$ cat config.mk
export PLATFORM = sky130hd
export DESIGN_NAME = instr_encoder
export DESIGN_NICKNAME = d
export VERILOG_FILES = /design/src/rtl/instr_encoder.sv
export SDC_FILE = /design/constraint.sdc
export NUM_CORES = 1
export LEC_CHECK = 0
export ABC_AREA = 1
export BUFFER_PORTS_ARGS = -buffer_cell sky130_fd_sc_hd__buf_4
export CAP_MARGIN = 20
export CORE_UTILIZATION = 49
export DETAILED_ROUTE_END_ITERATION = 10
export PLACE_DENSITY_LB_ADDON = 0.1
export SKIP_CTS_REPAIR_TIMING = 1
export SYNTH_ARGS = -nofsm -noshare
export SYNTH_HDL_FRONTEND = slang
export SYNTH_SLANG_ARGS = --single-unit
$ cat constraint.sdc
create_clock -name clk -period 5.19 [get_ports clk]
set_clock_uncertainty 0.2 [all_clocks]
set_input_delay 0.7785 -clock clk [delete_from_list [all_inputs] [get_ports clk]]
set_output_delay 0.7785 -clock clk [all_outputs]
set_load 0.02 [all_outputs]
$ cat src/rtl/instr_encoder.sv
// RV32I field-set encoder with an output FIFO.
// Each legal field set becomes one word bound to a running address.
module instr_encoder #(
  parameter int          DEPTH     = 2,
  parameter logic [31:0] BASE_ADDR = 32'h0000_0000
) (
  input  logic        clk,
  input  logic        rst,
  input  logic        in_valid,
  output logic        in_ready,
  input  logic [2:0]  fmt,
  input  logic [6:0]  opcode,
  input  logic [2:0]  funct3,
  input  logic [6:0]  funct7,
  input  logic [4:0]  rd,
  input  logic [4:0]  rs1,
  input  logic [4:0]  rs2,
  input  logic [31:0] imm,
  output logic        out_valid,
  input  logic        out_ready,
  output logic [31:0] out_instr,
  output logic [31:0] out_addr,
  output logic        err,
  output logic [7:0]  err_cnt
);

  localparam int AW = (DEPTH > 1) ? $clog2(DEPTH) : 1;
  localparam logic [AW:0] FULL_CNT = (AW+1)'(DEPTH);

  logic [31:0]   instr_mem_q [DEPTH];
  logic [31:0]   addr_mem_q  [DEPTH];
  logic [AW-1:0] wr_ptr_q;
  logic [AW-1:0] rd_ptr_q;
  logic [AW:0]   cnt_q;
  logic [AW:0]   cnt_d;
  logic [31:0]   addr_q;
  logic          err_q;
  logic [7:0]    err_cnt_q;

  logic [31:0]   enc_word;
  logic          enc_legal;
  logic          accept;
  logic          push;
  logic          reject;
  logic          pop;

  // Pack the fields for the selected format and judge immediate range.
  always_comb begin
    enc_word  = '0;
    enc_legal = 1'b0;
    unique case (fmt)
      3'd0: begin
        enc_word  = {funct7, rs2, rs1, funct3, rd, opcode};
        enc_legal = 1'b1;
      end
      3'd1: begin
        enc_word  = {imm[11:0], rs1, funct3, rd, opcode};
        enc_legal = (&imm[31:11]) | ~(|imm[31:11]);
      end
      3'd2: begin
        enc_word  = {imm[11:5], rs2, rs1, funct3,
                     imm[4:0], opcode};
        enc_legal = (&imm[31:11]) | ~(|imm[31:11]);
      end
      3'd3: begin
        enc_word  = {imm[12], imm[10:5], rs2, rs1, funct3,
                     imm[4:1], imm[11], opcode};
        enc_legal = ((&imm[31:12]) | ~(|imm[31:12]))
                  & ~imm[0];
      end
      3'd4: begin
        enc_word  = {imm[31:12], rd, opcode};
        enc_legal = ~(|imm[11:0]);
      end
      3'd5: begin
        enc_word  = {imm[20], imm[10:1], imm[11],
                     imm[19:12], rd, opcode};
        enc_legal = ((&imm[31:20]) | ~(|imm[31:20]))
                  & ~imm[0];
      end
      default: begin
        enc_word  = '0;
        enc_legal = 1'b0;
      end
    endcase
  end

  assign in_ready  = (cnt_q != FULL_CNT);
  assign out_valid = (cnt_q != '0);
  assign accept    = in_valid & in_ready;
  assign push      = accept & enc_legal;
  assign reject    = accept & ~enc_legal;
  assign pop       = out_valid & out_ready;

  assign out_instr = out_valid ? instr_mem_q[rd_ptr_q] : '0;
  assign out_addr  = out_valid ? addr_mem_q[rd_ptr_q]  : '0;
  assign err       = err_q;
  assign err_cnt   = err_cnt_q;

  // Occupancy: push and pop in one cycle cancel out.
  always_comb begin
    cnt_d = cnt_q;
    unique case ({push, pop})
      2'b10:   cnt_d = cnt_q + 1'b1;
      2'b01:   cnt_d = cnt_q - 1'b1;
      default: cnt_d = cnt_q;
    endcase
  end

  // Storage array; stale slots are hidden by the pointers after reset.
  always_ff @(posedge clk) begin
    if (push) begin
      instr_mem_q[wr_ptr_q] <= enc_word;
      addr_mem_q[wr_ptr_q]  <= addr_q;
    end
  end

  // Pointers, address counter and sticky error state.
  always_ff @(posedge clk) begin
    if (rst) begin
      wr_ptr_q  <= '0;
      rd_ptr_q  <= '0;
      cnt_q     <= '0;
      addr_q    <= BASE_ADDR;
      err_q     <= 1'b0;
      err_cnt_q <= '0;
    end else begin
      cnt_q <= cnt_d;
      if (push) begin
        wr_ptr_q <= wr_ptr_q + AW'(1);
        addr_q   <= addr_q + 32'd4;
      end
      if (pop) begin
        rd_ptr_q <= rd_ptr_q + AW'(1);
      end
      if (reject) begin
        err_q <= 1'b1;
        if (err_cnt_q != 8'hFF) begin
          err_cnt_q <= err_cnt_q + 8'd1;
        end
      end
    end
  end

endmodule
### After elaboration in Yosys (flattened, before gate mapping)

Memory sizes are Yosys's and may differ from the RTL's. A register that Yosys moved wholly into a read port is not among the register bits.
Cells that the tools add are included.

* register bits: 45
* latch bits: 0
* bits in writable memories: 128
* bits in read-only memories: 0
* word-level logic and storage cells: 61
* memories kept: 2

* add/sub/neg operators: 6
* $mul: 0
* divide/modulo/power cells: 0
* magnitude comparators: 0
* eq/ne operators: 9
* shift-type cells: 0
* mux-type cells: 11
* bitwise logic cells: 15
* reductions and logical operators: 12

Memories
* addr_mem_q: depth 2, width 32, read ports 1, clocked after Yosys merged registers in 1, wr ports 1, line 31 `logic [31:0] addr_mem_q [DEPTH];`
* instr_mem_q: depth 2, width 32, read ports 1, clocked after Yosys merged registers in 1, wr ports 1, line 30 `logic [31:0] instr_mem_q [DEPTH];`

Operators by type and width (number)
* case mux 32 bit (6 select lines): 1
* 2-to-1 mux 32 bit: 2
* adder 32 x 3 -> 32 bit (second input constant): 1
* OR reduction 12 bit: 2
* AND reduction 21 bit: 1
* OR reduction 21 bit: 1
* AND reduction 20 bit: 1
* OR reduction 20 bit: 1
* AND reduction 12 bit: 1
* adder 8 x 1 -> 8 bit (second input constant): 1
* != test 8 bit (second input constant): 1
* AND 1 bit: 6
* == test 3 x 2 -> 1 bit (second input constant): 2
* == test 3 bit (second input constant): 2
* 2-to-1 mux 1 bit: 6
* NOT 1 bit: 6
* case mux 1 bit (5 select lines): 1
* case mux 2 bit (2 select lines): 1
* nonzero test 2 bit: 2
* == test 3 x 1 -> 1 bit (second input constant): 1
* zero test 3 bit: 1
* bitwise OR 1 bit: 3
* adder 1 bit (second input constant): 2
* adder 2 x 1 -> 2 bit (second input constant): 1
* other kinds (6): 6

### Logic depth before layout (Yosys ltp)

* depth in word-level cells: 8
* gate-level depth with buffers: 16

### Worst setup path after synthesis

Ideal clock, no wire load.

* path kind: input to register
* from: in fmt[0]
* to: mem addr_mem_q[0][10], enable pin
* library setup time: 0.483 ns
* arrival time: 4.302 ns
* required time: 4.507 ns
* path slack: 0.205 ns
* stages on the path: 11
* path buffers: 1
* path through: inv_2 nor2_2 nand2_2 nand2_1 nand2_1 nand2_1 nand2_4 nand2_8 nand2_8 buf_6 nor2_1

* cells in the longest elaborated chain, start to end: 6

RTL lines
* start: declaration: line 11 `input logic [2:0] fmt,`
* == test 3 x 2 -> 1 bit or == test 3 x 1 -> 1 bit (tied branches): line 51 `unique case (fmt)`
* OR reduction 2 bit (no line)
* case mux 1 bit (5 select lines) *: line 51
* AND 1 bit *: line 91 `assign push = accept & enc_legal;`
* 2-to-1 mux 1 bit *: line 112 `if (push) begin`
* 2-to-1 mux 1 bit (implied by the code) *: line 114 `addr_mem_q[wr_ptr_q] <= addr_q;`
* end: declaration: line 31

Mark *: on every way between the ends. The rest lies on a longest branch, timed or not.

### Final worst setup path

* from: in fmt[2]
* to: mem addr_mem_q[1][12], enable pin

Same word-level chain as after synthesis.

==> flow_summary.yaml <==
clocking:
  cts_buffers: 17
  clock_sinks: 168
  cts_htree_levels: 4
  cts_tree: "done"
  clkLatencyLatePin_ns: 0.42
  root_buffer: "clkbuf_16"
  clock_path_buffers: 2
  path_clk_slew_ns: 0.06
pwr:
  power.share.sequential_pct: 45.7
  pwr-share-clk_pct: 40.9
  swShare_pct: 24.5
  p_sw_uw: 789
  combinationalPowerShare_pct: 13.5
  power.leakage_nw: 4.23
  ir_drop_mv: 0.220
  p_per_area_mw_per_mm2: 319
  p_int_mw: 2.43
floorplanning:
  dieArea_mm2: 0.0172
  die_w_um: 131
  start_util_pct: 50.8
  core_mm2: 0.0161
  die_h_um: 131
  ios: 146
  placementRows: 46
synthesis:
  syn_area_per_cell_um2: 8.83
  synth_top_area_share_pct: 45.5
  postSynthCellCount: 927
  synth_area_leaders: "edfxtp_1 45%, nand2_1 14%, dfxtp_1 11%"
  ys_seq_elements: 168
  yosysTopAreaCell: "edfxtp_1"
  netlist-cell-type-count: 39
  yosys_warnings: 0
  ys_seq_area_share_pct: 56.3
  mappedNetlistArea_mm2: 0.00818
timing:
  tightest_slew_ns: 0.772
  hold_viol: 0
  setup_viol: 0
  slew_headroom_pct: 48.4
  hold-worst-slack_ns: 0.253
  max_freq_mhz: 309
  rsz0062_at_grt: "false"
  fin_crit_sh_pct: 62.3
  final.min_clock_period_ns: 3.23
  fin_tns_setup_ns: 0
  slew_violations: 0
setup_path:
  r2r_start: "cnt_q[0]"
  r2r-end: "addr_mem_q[1][12]"
  cp.required_ns: 5.09
  crit_path_top_delay_cell: "nor2_4"
  arrival_ns: 3.13
  rrSetupSlack_ns: 2.26
  critPathBufInv: 4
  critPathLaunchType: "input port"
  cp_top_family: "simple AND/OR/NAND/NOR gates"
  worstSetupPathType: "input port to flip-flop"
  path_max_fanout: 45
  cpPeakStageDelay_ns: 0.52
  crit_path_end_kind: "flip-flop"
  worst_r2r_path_depth: 7
  path_cells: "buf_4 > inv_2 > nand3_2 > a21oi_1 > nand3_1 > inv_2 > nor2_8 > nand2_8 > nand2_8 > nor2_4 > buf_12"
hold_path:
  min_from: "rd_ptr_q"
  hold_path_class: "flip-flop to flip-flop"
  hold_depth: 1
global_routing:
  grt_util_met1_pct: 30.8
  grt_use_met2_pct: 35.5
  antenna_found_initial: 0
  grt_pass1_vias: 6004
  grt-ovfl-total: 0
  grtUsageTotal_pct: 22.3
  busiest_layer: "met2"
  grt_pass1_wl_um: 30300
  grt_start_max_net_pins: 63
  use_met3_pct: 3.97
placed_design:
  dp.cells: 1256
  postPlaceCellArea_mm2: 0.00942
  hpwl_um: 12900
  gp_congestion: 0.923
  io_buffer_count: 143
route:
  wirelength_um: 18600
  vias: 6500
  vias_per_cell: 5.04
  drc: 0
  drt_iter0_drc: 447
  routedWlPerCell_um: 14.4
  ant_nets: 0
  dr.pass1.iters: 5
cells_and_area:
  fin_nets: 1134
  drive_above_1_share_pct: 20.8
  area_delta_synth_final_pct: 23.0
  stdcell_area_mm2: 0.0101
  fin_cells: 1289
  n_antenna_cell: 0
run_status:
  status: "completed"
job:
  maxCapViolCount: 0
[Yosys cell counts]
cell	count
dfxtp_1	44
nor3_1	15
o21ai_0	15
o21ai_1	1
xnor2_1	7
nand3_2	12
inv_2	6
buf_4	2
a21oi_4	1
nand2_4	2
o211ai_1	6
nor3_2	1
nand2_1	303
edfxtp_1	124
nand4_1	13
nor2_1	87
a21oi_1	88
clkbuf_1	25
nand3b_1	3
o2111ai_1	1
ha_1	3
buf_6	2
nand2_8	2
nor2_8	1
o221ai_1	5
nand2_2	2
and3_1	1
a21oi_2	10
o21a_1	1
o22ai_1	1
buf_1	1
buf_8	3
conb_1	1
xor2_1	18
inv_4	1
nor2_2	2
buf_2	3
nand3_1	36
inv_1	78
[worst register-to-register path, cell delays in order (launching register included)]
cell and delay, ns:
dfxtp_1 0.41, inv_1 0.09, nand2_1 0.09, nand2_1 0.09, inv_2 0.56, nand2_8 0.28
nor2_4 0.52, buf_12 0.35
[per-stage QoR]
step / total power, mW / util (%) / worst slack, ns
finish: 3.21 / 62.5 / 1.96
global route: 3.33 / 62.5 / 1.78
CTS: 3.24 / 62.3 / 1.86
detailed placement: 1.93 / 58.5 / 1.54
global placement: 1.92 / 58.5 / 1.60
floorplan: 1.74 / - / 0.205
[cell families (layout without fill, tap and decap cells)]
group	Yosys count	after routing	share of synthesized area, %
flops	168	168	56.3
fa+ha+maj	3	3	0.459
other cells	1	2	0.0458
xor+xnor	25	25	2.68
buf+inv	121	266	6.31
simple gates	480	480	25.3
compound gates	129	129	8.99
[power by group through the flow]
stage                     clock, mW  combinational, mW  sequential (mW)
final                          1.31              0.432             1.47
after global routing           1.39              0.472             1.47
after CTS                      1.34              0.430             1.47
after detailed placement          0              0.428             1.50
after global placement            0              0.425             1.50
after floorplan                   0              0.241             1.50
[placed cells by master (no fill, tap or decap), types with 12 or more instances in the layout]
master	netlist	layout
o21ai_0	15	15
buf_4	2	146
nor3_1	15	15
a21oi_1	88	88
clkbuf_16	0	17
nand3_1	36	36
nor2_1	87	84
nand4_1	13	13
nand3_2	12	12
dfxtp_1	44	43
xor2_1	18	18
inv_1	78	78
nand2_1	303	303
edfxtp_1	124	124
[metal layers]
layer,wire length [um],vias up
li1,-,3331
met1,8930,3001
met2,8760,151
met3,728,17
met4,193,0
met5,0,-
[cell type report]
cell class | count | area, um^2
fillers | 1414 | 6050
flip-flops and latches | 168 | 4610
multi-input cells | 639 | 3090
repair buffers | 149 | 1160
clock buffers | 17 | 425
inverters | 85 | 322
well taps | 216 | 270
clock inverters | 15 | 199
[worst max-delay path by stage]
stage               cells after the start                 to     start
finish                                 11  addr_mem_q[1][12]    fmt[2]
global route                           11  addr_mem_q[1][12]    fmt[2]
CTS                                     4      out_instr[31]  cnt_q[1]
detailed placement                     11  addr_mem_q[1][21]    fmt[2]
global placement                       11  addr_mem_q[1][23]    fmt[2]
floorplan                              11  addr_mem_q[0][10]    fmt[0]
[sequential cells by signal (all words and copies together) (netlist names), named ones only]
name,flops
addr_q,30
err_cnt,8
wr_ptr_q,1
addr_mem_q,60
cnt_q,2
err,1
rd_ptr_q,1
instr_mem_q,64
Note: power is estimated with default switching activity, not from simulation.
